[config.mk]
export PLATFORM = sky130hd
export DESIGN_NAME = branch_cmp_serial
export DESIGN_NICKNAME = d
export VERILOG_FILES = /design/src/rtl/branch_cmp_pkg.sv /design/src/rtl/nibble_cascade_cell.sv /design/src/rtl/branch_cmp_serial.sv
export SDC_FILE = /design/constraint.sdc
export NUM_CORES = 1
export LEC_CHECK = 0
export CAP_MARGIN = 40
export CORE_ASPECT_RATIO = 1.1
export CORE_UTILIZATION = 45
export DETAILED_ROUTE_END_ITERATION = 16
export PLACE_DENSITY = 0.71
export SETUP_SLACK_MARGIN = 0.05
export SLEW_MARGIN = 10
export SYNTH_ARGS = -nofsm -noshare
export SYNTH_HDL_FRONTEND = slang
export SYNTH_SLANG_ARGS = --single-unit
export TNS_END_PERCENT = 30
[constraint.sdc]
create_clock -name i_clk -period 5.3 [get_ports i_clk]
set_input_delay 1.325 -clock i_clk [delete_from_list [all_inputs] [get_ports i_clk]]
set_output_delay 1.325 -clock i_clk [all_outputs]
set_load 0.01 [all_outputs]
[src/rtl/branch_cmp_pkg.sv]
// rtl/branch_cmp_pkg.sv - funct3 codes, FSM/cascade enums and branch decode helpers
package branch_cmp_pkg;

  localparam logic [2:0] F3_BEQ  = 3'b000;
  localparam logic [2:0] F3_BNE  = 3'b001;
  localparam logic [2:0] F3_BLT  = 3'b100;
  localparam logic [2:0] F3_BGE  = 3'b101;
  localparam logic [2:0] F3_BLTU = 3'b110;
  localparam logic [2:0] F3_BGEU = 3'b111;

  typedef enum logic [1:0] {IDLE, RUN, DONE} state_e;
  typedef enum logic [1:0] {CMP_LT, CMP_EQ, CMP_GT} cmp_e;

  // 010/011 are the two unused branch encodings
  function automatic logic is_illegal(input logic [2:0] f3);
    return f3[2:1] == 2'b01;
  endfunction

  function automatic logic is_signed(input logic [2:0] f3);
    return f3[2:1] == 2'b10;
  endfunction

  function automatic logic branch_taken(input logic [2:0] f3, input cmp_e c);
    logic t;
    t = 1'b0;
    case (f3)
      F3_BEQ:           t = (c == CMP_EQ);
      F3_BNE:           t = (c != CMP_EQ);
      F3_BLT, F3_BLTU:  t = (c == CMP_LT);
      F3_BGE, F3_BGEU:  t = (c != CMP_LT);
      default:          t = 1'b0;
    endcase
    return t;
  endfunction

endpackage

[src/rtl/nibble_cascade_cell.sv]
// rtl/nibble_cascade_cell.sv - one digit of a magnitude compare cascade
module nibble_cascade_cell
  import branch_cmp_pkg::*;
#(
  parameter int DIGIT = 4
) (
  input  logic [DIGIT-1:0] i_a,
  input  logic [DIGIT-1:0] i_b,
  input  cmp_e             i_casc,
  output cmp_e             o_casc
);

  // A differing digit overrides whatever the less significant digits decided
  always_comb begin
    o_casc = i_casc;
    if (i_a > i_b)      o_casc = CMP_GT;
    else if (i_a < i_b) o_casc = CMP_LT;
  end

endmodule

[src/rtl/branch_cmp_serial.sv]
// rtl/branch_cmp_serial.sv - serial RV32I branch comparator, one digit per cycle LSB first
module branch_cmp_serial
  import branch_cmp_pkg::*;
#(
  parameter int XLEN  = 32,
  parameter int DIGIT = 4
) (
  input  logic            i_clk,
  input  logic            i_rst,
  input  logic            i_valid,
  output logic            o_ready,
  input  logic [XLEN-1:0] i_a,
  input  logic [XLEN-1:0] i_b,
  input  logic [2:0]      i_funct3,
  input  logic            i_flush,
  output logic            o_valid,
  input  logic            i_ready,
  output logic            o_taken,
  output logic            o_gt,
  output logic            o_eq,
  output logic            o_lt,
  output logic            o_illegal
);

  localparam int STEPS = XLEN / DIGIT;
  localparam int CW    = (STEPS > 1) ? $clog2(STEPS) : 1;

  state_e            state_q;
  cmp_e              casc_q;
  cmp_e              casc_d;
  logic [CW-1:0]     cnt_q;
  logic [XLEN-1:0]   a_q;
  logic [XLEN-1:0]   b_q;
  logic [2:0]        f3_q;
  logic [XLEN-1:0]   sign_mask;

  // Flipping both MSBs maps two's-complement order onto unsigned order
  assign sign_mask = {is_signed(i_funct3), {(XLEN-1){1'b0}}};

  nibble_cascade_cell #(
    .DIGIT (DIGIT)
  ) u_cell (
    .i_a    (a_q[DIGIT-1:0]),
    .i_b    (b_q[DIGIT-1:0]),
    .i_casc (casc_q),
    .o_casc (casc_d)
  );

  always_ff @(posedge i_clk or posedge i_rst) begin
    if (i_rst) begin
      state_q   <= IDLE;
      casc_q    <= CMP_EQ;
      cnt_q     <= '0;
      a_q       <= '0;
      b_q       <= '0;
      f3_q      <= '0;
      o_ready   <= 1'b1;
      o_valid   <= 1'b0;
      o_taken   <= 1'b0;
      o_gt      <= 1'b0;
      o_eq      <= 1'b0;
      o_lt      <= 1'b0;
      o_illegal <= 1'b0;
    end else if (i_flush) begin
      state_q <= IDLE;
      o_ready <= 1'b1;
      o_valid <= 1'b0;
    end else begin
      case (state_q)
        IDLE: begin
          if (i_valid) begin
            state_q <= RUN;
            a_q     <= i_a ^ sign_mask;
            b_q     <= i_b ^ sign_mask;
            f3_q    <= i_funct3;
            casc_q  <= CMP_EQ;
            cnt_q   <= '0;
            o_ready <= 1'b0;
          end
        end
        RUN: begin
          casc_q <= casc_d;
          a_q    <= a_q >> DIGIT;
          b_q    <= b_q >> DIGIT;
          cnt_q  <= cnt_q + CW'(1);
          if (cnt_q == CW'(STEPS - 1)) begin
            state_q   <= DONE;
            o_valid   <= 1'b1;
            o_gt      <= (casc_d == CMP_GT);
            o_eq      <= (casc_d == CMP_EQ);
            o_lt      <= (casc_d == CMP_LT);
            o_illegal <= is_illegal(f3_q);
            o_taken   <= branch_taken(f3_q, casc_d);
          end
        end
        DONE: begin
          if (i_ready) begin
            state_q <= IDLE;
            o_valid <= 1'b0;
            o_ready <= 1'b1;
          end
        end
        default: begin
          state_q <= IDLE;
          o_ready <= 1'b1;
          o_valid <= 1'b0;
        end
      endcase
    end
  end

endmodule

---- Word-level counts from Yosys, hierarchy flattened ----
Index checks and enable logic that the tools add are counted.
storage, ports and cells
  output and inout bits ................... 7
  bits in registers ....................... 81
operators by class
  muxes and demuxes ....................... 23
  reduce and logical (&&, ||, !) cells .... 13
  $add $sub $neg .......................... 1
  equal/unequal tests ..................... 19
  bitwise operators ....................... 3
  magnitude comparators ................... 2
operators by type and width
  operator                                                          number
  32-bit case mux with 2 select lines                               2
  32-bit 2-to-1 mux                                                 2
  32-bit bitwise XOR                                                2
  3-bit AND reduction                                               6
  3-bit == test (second input constant)                             5
  2-bit 2-to-1 mux                                                  6
  3-bit inequality test (second input constant)                     3
  2-bit by 1-bit == test with 1-bit output (second input constant)  3
  2-bit == test (second input constant)                             3
  1-bit 2-to-1 mux                                                  6
  2-bit inequality test (second input constant)                     3
  1-bit case mux with 3 select lines                                2
  2-bit case mux with 3 select lines                                1
  3-bit case mux with 2 select lines                                1
  4-bit > comparator                                                1
  2-bit zero test                                                   2
  4-bit < comparator                                                1
  1-bit case mux with 4 select lines                                1
  2-bit case mux with 2 select lines                                1
  2-bit nonzero test                                                2
  2-bit OR reduction                                                2
  3-bit by 1-bit adder with 3-bit output (second input constant)    1
  3-bit by 1-bit == test with 1-bit output (second input constant)  1
  3-bit zero test                                                   1
  3 further kinds                                                   3

---- Logic depth before layout (Yosys ltp) ----
  depth in word-level cells ............... 5
  depth in mapped cells ................... 7

---- Cells and area by module ----
Synthesis repeated with hierarchy kept, for this count alone.
second synthesis, totals
  cell total of the unflattened synthesis .. 296
  area total of the unflattened synthesis .. 4483.0 sq um
by module, submodules not included
  module               sequential area each (sq um)  cells an instance  instances  area each (sq um)
  branch_cmp_serial    2029.4                        280                1          4370.4
  nibble_cascade_cell  0.0                           16                 1          112.6

---- Least setup slack after synthesis ----
Ideal clock, no wire load.
  path kind ............................... input to register
  from .................................... in i_flush
  to ...................................... reg a_q[10]
  slack ................................... 3.172 ns
  arrival time ............................ 2.001 ns
  stages on the path ...................... 6
  library setup time ...................... 0.127 ns
  path through ............................ nor2_2 o21ai_2 buf_6 buf_6 a222oi_1 inv_1
on the way
  word-level cells in the longest chain between the ends .. 2
RTL lines
  item                           RTL line                 RTL
  start: declaration             branch_cmp_serial.sv:15  input logic i_flush,
  1-bit inverter (no line)       -
  3-bit AND reduction (no line)  -
  end signal: assignment         branch_cmp_serial.sv:73  a_q <= i_a ^ sign_mask;
  end signal: assignment         branch_cmp_serial.sv:83  a_q <= a_q >> DIGIT;
  end: declaration               branch_cmp_serial.sv:32  logic [XLEN-1:0] a_q;
No other way between the ends.
A chain may end at the register's enable or synchronous reset.

---- Worst setup path in the final report ----
  from .................................... in i_valid
  to ...................................... reg b_q[4]
on the way
  word-level cells in the longest chain between the ends .. 2
RTL lines
  item                             RTL line                 RTL
  start: declaration               branch_cmp_serial.sv:10  input logic i_valid,
  2-bit inequality test (no line)  -
  3-bit AND reduction (no line)    -
  end signal: assignment           branch_cmp_serial.sv:74  b_q <= i_b ^ sign_mask;
  end signal: assignment           branch_cmp_serial.sv:84  b_q <= b_q >> DIGIT;
  end: declaration                 branch_cmp_serial.sv:33  logic [XLEN-1:0] b_q;
No other way between the ends.

==> tab_implementation.tex <==
\begin{tabular}{lr}
\hline
Metric & Value \\
\hline
\multicolumn{2}{l}{\textbf{Global route}} \\
\quad Pin count of the biggest net entering global routing & 81 \\
\quad Global-route usage over all layers & a little under a fifth \\
\quad Wire length of the first global-routing pass & 12.9 mm \\
\quad Number of global-route vias before repair & 2696 \\
\quad Number of antenna violations at the first check in global routing & 0 \\
\quad Grt ovf & 0 \\
\multicolumn{2}{l}{\textbf{Clock network}} \\
\quad Buffer type at the clock tree root & sky130\_fd\_sc\_hd\_\_clkbuf\_8 \\
\quad Post-cts resize count & 0 \\
\quad Clock sink count & 81 \\
\quad Clock network latency to the later pin of the worst-skew pair & 340 ps \\
\quad Clock-pin slew reported for the worst setup and hold paths after clock tree synthesis & 80 ps \\
\quad Clock tree from TritonCTS & built \\
\quad Hold bufs inserted after CTS & 0 \\
\quad H-tree levels & 3 \\
\quad CTS buffer count & 9 \\
\quad Max clock buf depth & 2 \\
\quad Setup repair bufs after CTS & 0 \\
\multicolumn{2}{l}{\textbf{Synthesis}} \\
\quad Post-synthesis simple-gate area fraction & 11.0\% \\
\quad Xor/xnor share of the synthesized area & less than 1\% \\
\quad Largest area contributor in the netlist & sky130\_fd\_sc\_hd\_\_dfrtp\_1 \\
\quad Post-synth EDFFs & 0 \\
\quad Synthesized flop and latch total & 81 \\
\quad Area of the mapped netlist & 3860 sq um \\
\quad Top-area cell type share of the netlist area & between 50\% and 60\% \\
\quad Dominant combinational cell family by area after synthesis & multiplexers \\
\quad Portion of netlist area occupied by mux cells & 13.6\% \\
\quad Synthesized-area fraction occupied by adder cells & 1.95\% \\
\quad Total of warnings raised by yosys & 0 \\
\quad Seq/Total Area, Yosys & 52.6\% \\
\quad Compound-cell area share of the yosys netlist & 13.4\% \\
\quad Synth Instances & 360 \\
\quad Number of nets produced by synthesis & 438 \\
\quad Post-synth ARST share & 100\% \\
\quad Top cells by area in the synthesized netlist & sky130\_fd\_sc\_hd\_\_dfrtp\_1 (51\%), sky130\_fd\_sc\_hd\_\_mux2i\_1 (12\%), sky130\_fd\_sc\_hd\_\_nand2\_1 (6.5\%) \\
\quad Predominant post-synthesis flop cell & sky130\_fd\_sc\_hd\_\_dfrtp\_1 \\
\quad Avg Cell Area, Syn & approximately 11 sq um \\
\quad Count of distinct cell types in the synthesized netlist & 39 \\
\multicolumn{2}{l}{\textbf{Placed design}} \\
\quad Setup slack after placement & 1620 ps \\
\quad \# port buffers & 78 \\
\quad Global placement routability congestion & 0.779 \\
\quad Detail Placement HPWL & $\sim$5.5 mm \\
\multicolumn{2}{l}{\textbf{Route}} \\
\quad DRC violation count after routing & 0 \\
\quad First-pass detailed-route iteration total & 6 \\
\quad Via count normalized by instance count & 5.05 \\
\quad Final antenna-violating net count & 0 \\
\quad Overall routed net length & 7.76 mm \\
\quad Iteration-0 DRC count of the detailed router & 115 \\
\quad DR WL/cell & 14.2 um \\
\quad Via count & 2756 \\
\multicolumn{2}{l}{\textbf{Layout}} \\
\quad Number of antenna diodes & 0 \\
\quad Area growth from synthesis to layout & 24.9\% \\
\quad Share of layout cells above drive strength 1 & between 7 and 8\% \\
\quad Final Net Count & 508 \\
\multicolumn{2}{l}{\textbf{STA}} \\
\quad Hold Worst Slack & 483 ps \\
\quad Worst Clk Skew & 5.54 ps \\
\quad Min Clock Period, post-route & 3280 ps \\
\quad Total of endpoints with negative setup slack in the final report & 0 \\
\quad Min setup slack post-route & 2020 ps \\
\quad Slew HR & 39.1\% \\
\quad Final Cycle Share & 61.9\% \\
\quad Actual transition at the worst max-transition pin & 910 ps \\
\quad Pins Over Slew Limit & 0 \\
\quad Fmax & between 0.3 and 0.4 GHz \\
\quad Total negative slack for setup checks & 0 ps \\
\quad Endpoints failing hold & 0 \\
\quad RSZ-0062 raised after global routing & no \\
\multicolumn{2}{l}{\textbf{Setup path}} \\
\quad Class of the most critical setup path & input port to register \\
\quad Critical path arrival & between 3000 and 4000 ps \\
\quad Worst-path maximum fanout & 80 \\
\quad Origin of the critical flop-to-flop path & state\_q[0] \\
\quad Endpoint of the worst-slack reg-to-reg timing path & b\_q[4] \\
\quad Nature of the critical path startpoint & input port \\
\quad Data required time at the worst endpoint & about 5500 ps \\
\quad Worst Reg-to-Reg Cells & 3 \\
\quad Reg2reg setup slack & between 2000 and 3000 ps \\
\quad Endpoint type of the worst setup path & register \\
\multicolumn{2}{l}{\textbf{Die}} \\
\quad Area of the core region & roughly 8400 sq um \\
\quad Overall die width & between 90 and 100 um \\
\quad Die Footprint & 8950 sq um \\
\quad Standard-cell rows & 35 \\
\quad Effective utilization at floorplan & 46.1\% \\
\quad Die Y & about 99 um \\
\quad \# IOs & 79 \\
\multicolumn{2}{l}{\textbf{Run}} \\
\quad Number of max-capacitance violations reported & 0 \\
\multicolumn{2}{l}{\textbf{Pwr}} \\
\quad Leakage & approximately 2.2 nW \\
\quad PwrDens & 299 nW/um\^{}2 \\
\quad Peak VDD IR & 160 uV \\
\multicolumn{2}{l}{\textbf{Min path}} \\
\quad Cell depth of the worst hold path & 2 \\
\quad HP Class & register to register \\
\quad Worst Min Path Start & o\_illegal \\
\quad Endpoint, Worst Hold & o\_illegal \\
\multicolumn{2}{l}{\textbf{Status}} \\
\quad Status & complete, no violations \\
\hline
\end{tabular}
worst max-delay path, stage by stage:
cell and delay, ps:
sky130_fd_sc_hd__clkdlybuf4s50_1 510, sky130_fd_sc_hd__o21ai_4 750, sky130_fd_sc_hd__buf_4 670, sky130_fd_sc_hd__o21ai_0 210
report_power, final:
part / internal, W / switching [W] / leakage [nW]
clock: 0.000171 / 0.000205 / 0.0757
combinational: 0.000152 / 0.000141 / 1.13
sequential: 0.000714 / 0.0000589 / 1.02
total: 0.00104 / 0.000404 / 2.23
how the worst max path moves through the flow:
stage / from / depth (start not counted) / endpoint
2_1_floorplan: i_rst / 1 / a_q[0]
3_3_place_gp: i_valid / 4 / b_q[9]
3_5_place_dp: i_valid / 4 / b_q[4]
4_1_cts: i_valid / 4 / a_q[3]
5_1_grt: i_valid / 4 / b_q[10]
6_report: i_valid / 4 / b_q[4]
flip-flops by register name (all words and copies together), names as in the netlist:
signal and flops:
a_q 32, o_taken 1, o_illegal 1, b_q 32
state_q 2, o_lt 1, o_gt 1, o_eq 1
f3_q 3, o_ready 1, casc_q 2, o_valid 1
cnt_q 3
cell usage in the layout (no fill, tap or decap), types with 6 or more instances in the layout:
master and count:
sky130_fd_sc_hd__nand2_1 67, sky130_fd_sc_hd__ha_1 6, sky130_fd_sc_hd__a21oi_1 9, sky130_fd_sc_hd__clkdlybuf4s50_1 78, sky130_fd_sc_hd__a222oi_1 8, sky130_fd_sc_hd__dfrtp_1 79
sky130_fd_sc_hd__inv_1 14, sky130_fd_sc_hd__nor2_1 7, sky130_fd_sc_hd__o21ai_0 50, sky130_fd_sc_hd__clkbuf_8 9, sky130_fd_sc_hd__mux2i_1 48, sky130_fd_sc_hd__o21ai_1 8
sky130_fd_sc_hd__clkbuf_1 6
routing by layer:
layer,GRT usage [%],share of wire (%),vias to the layer above
met5,0,0,-
met4,8.93,1.5,0
met3,2.83,4.0,9
met2,28.7,47,72
met1,25.6,48,1296
li1,-,-,1379
synth_stat cells (6+ instances only):
cell type and n:
sky130_fd_sc_hd__a21oi_1 9, sky130_fd_sc_hd__a222oi_1 8, sky130_fd_sc_hd__buf_4 7, sky130_fd_sc_hd__buf_6 10, sky130_fd_sc_hd__dfrtp_1 79, sky130_fd_sc_hd__ha_1 6
sky130_fd_sc_hd__inv_1 15, sky130_fd_sc_hd__mux2i_1 48, sky130_fd_sc_hd__nand2_1 67, sky130_fd_sc_hd__nor2_1 7, sky130_fd_sc_hd__o21ai_0 50, sky130_fd_sc_hd__o21ai_1 8
metrics by stage:
| step | utilization (%) | instance area (sq um) | std cells | power [W] |
|---|---|---|---|---|
| final | 57.6 | 4820 | 546 | 0.00144 |
| after global routing | 57.6 | 4820 | 546 | 0.00153 |
| after CTS | 57.6 | 4820 | 546 | 0.00145 |
| after detailed placement | 55.8 | 4670 | 530 | 0.00108 |
| after global placement | 55.2 | 4620 | 528 | 0.00106 |
| after floorplan | - | 3860 | 360 | 0.000970 |
kinds of logic after synthesis:
logic type | Yosys count
xor gates and xnor gates | 4
and+or+nand+nor | 91
adders and majority gates | 6
DFF | 81
muxes | 52
AOI/OAI and AO/OA | 87
buffers and inverters | 39
layout make-up:
cell class	count	area (sq um)
Fill cell	748	3540
Multi-Input combinational cell	240	1590
Timing Repair Buffer	83	851
Clock inverter	1	5.00
Tap cell	111	139
Sequential cell	81	2030
Clock buffer	15	146
Inverter	15	57.6
Note: power is estimated with default switching activity, not from simulation.
==> variant: new RTL, same settings <==
`DIGIT` is set to 4 in 2 places; all go to 16.
--- a/src/rtl/nibble_cascade_cell.sv
+++ b/src/rtl/nibble_cascade_cell.sv
@@ -3,5 +3,5 @@
   import branch_cmp_pkg::*;
 #(
-  parameter int DIGIT = 4
+  parameter int DIGIT = 16
 ) (
   input  logic [DIGIT-1:0] i_a,
--- a/src/rtl/branch_cmp_serial.sv
+++ b/src/rtl/branch_cmp_serial.sv
@@ -4,5 +4,5 @@
 #(
   parameter int XLEN  = 32,
-  parameter int DIGIT = 4
+  parameter int DIGIT = 16
 ) (
   input  logic            i_clk,
Check against the original RTL: not equivalent (Yosys sat finds a counterexample within 4 cycles, from zero or initial values and one cycle with i_rst high).
==> variant against the unedited design <==
Sequential cell count shrank 2. Non-clock buffer count grew 2. Via count grew 5.7%. Hold slack lost 3.7 ps. Final area grew 1.3%. Wire length grew 2.3%. Area after synthesis shrank 1.6%. Worst setup slack gained 480 ps. Cell count grew 5.9%. Critical endpoint is now b_q[20]$_DFFE_PP0P_.
Power is not compared: it rests on default switching activity, and its combinational part moved more than twofold at a synthesized area within 25%.
==> variant: results (changes against the unedited design) <==
metric,value,unit,change
status,finished clean,,unchanged
biggest regs,"a_q x32, b_q x32, f3_q x3",,"was a_q x32, b_q x32"
port bufs,78,,unchanged
CP Max Fanout,59,,was 80
final hold vios,0,,unchanged
dpl hpwl,5.89,mm,was 5.48 mm
Starting DRT DRC Count,124,,was 115
worst min path class,reg2reg,,unchanged
library cells used by synthesis,33,,was 39
Hold WS,479,ps,was 483 ps
DR vias/cell,5.04,,was 5.05
ANT cells,0,,unchanged
largest cells by area after synthesis,"dfrtp_1 (51%), nand2_1 (9.1%), mux2i_1 (8.4%)",,"was dfrtp_1 (51%), mux2i_1 (12%), nand2_1 (6.5%)"
largest net degree at the start of global routing,60,,was 81
post-synthesis async set-or-reset flop share,100,%,unchanged
warnings from Yosys,0,,unchanged
nets@finish,554,,was 508
reg2reg start,a_q[13]$_DFFE_PP0P_,,was state_q[0]$_DFFE_PP0P_
Peak supply drop,0.000197,V,
post-synthesis sequential area ratio,52.1,%,was 52.6%
Worst Path Arrival,2990,ps,was 3480 ps
Worst Reg-to-Reg Cells,8,,was 3
first-pass GRT wire length,13.2,mm,was 12.9 mm
worst hold start,b_q[19]$_DFFE_PP0P_,,was o_illegal$_DFFE_PP0P_
Static Leakage,2.28,nW,
top post-synthesis cells by count,"nand2_1 (92), dfrtp_1 (77), o21ai_1 (52)",,"was dfrtp_1 (79), nand2_1 (67), o21ai_0 (50)"
total track usage,19.8,%,was 18.5%
number of setup buffers added after CTS,0,,unchanged
initial antenna violation count,0,,unchanged
drt wl/cell,13.7,µm,was 14.2 µm
fill count,681,,was 748
first drt pass iteration count,4,,was 6
Reg2Reg Setup Slack,2590,ps,was 2970 ps
vias in the first global route,2903,,was 2696
Post-Syn Nets,480,,was 438
H-tree lvl count,3,,unchanged
clk_skew,11.7,ps,was 5.54 ps
RePlAce Congestion,0.805,,was 0.779
share of cells above drive strength 1,6.81,%,was 7.13%
Worst R2R End,o_taken$_DFFE_PP0P_,,was b_q[4]$_DFFE_PP0P_
Worst-Margin Slew,574,ps,was 910 ps
Hold Path End,b_q[19]$_DFFE_PP0P_,,was o_illegal$_DFFE_PP0P_
Clock Path Buffers,2,,unchanged
root buffer cell,clkbuf_8,,unchanged
## variant: cell count changes in the layout (fill, tap and decap cells not counted), sizes merged, moves of 3 or more
cell,delta
nor2,+4
a21o,+3
o21ai,+4
mux2i,-16
ha,+10
inv,+5
nand2,+24
a22o,+4
a222oi,-8
## variant: worst max path at each step
stage	slack (ps)	cells after the start	from	to
2_1_floorplan	1950	1	i_rst	a_q[0]$_DFFE_PP0P_
3_3_place_gp	2230	5	i_flush	b_q[19]$_DFFE_PP0P_
3_5_place_dp	2160	5	i_flush	b_q[20]$_DFFE_PP0P_
4_1_cts	2530	5	i_flush	b_q[20]$_DFFE_PP0P_
5_1_grt	2360	5	i_flush	b_q[20]$_DFFE_PP0P_
6_report	2500	5	i_flush	b_q[20]$_DFFE_PP0P_
## variant: critical path, cell delays in order
cell             delay, ps
clkdlybuf4s50_1        610
nor2_1                 140
o21ai_4                200
buf_4                  530
o21ai_0                180
## variant: stage by stage
step                area [µm²]  std cells  power, mW  worst slack, ps
floorplan                 3800        392       1.35             1950
global placement          4690        561       1.55             2230
detailed placement        4730        563       1.59             2160
CTS                       4880        578       1.97             2530
global route              4880        578       2.10             2360
finish                    4880        578       1.95             2500
## variant: kinds of logic after synthesis
| family | synth area share (%) |
|---|---|
| muxes | 9.03 |
| AOI/OAI and AO/OA | 14.6 |
| xor gates and xnor gates | 0.692 |
| DFF | 52.1 |
| and+or+nand+nor | 14.2 |
| buffers and inverters | 4.15 |
| adders and majority gates | 5.27 |
## variant: cell type report
type / count / area [µm²] / area share [%]
sequential: 79 / 1980 / 40.5
multi-input combinational: 271 / 1680 / 34.3
timing repair buffer: 85 / 858 / 17.6
clock buffer: 13 / 149 / 3.05
tap: 108 / 135 / 2.77
inverter: 20 / 76.3 / 1.56
clock inverter: 2 / 10.0 / 0.205
## variant: report_power, final
group,switching (mW),internal [mW]
logic,0.359,0.314
clock network,0.201,0.180
registers,0.114,0.780
## variant: routing by layer
layer,wire length [µm],up-vias,GRT usage (%)
met3,324,11,3.63
met5,0,-,0
li1,-,1478,-
met2,3890,59,33.2
met4,129,0,8.42
met1,3590,1365,24.6
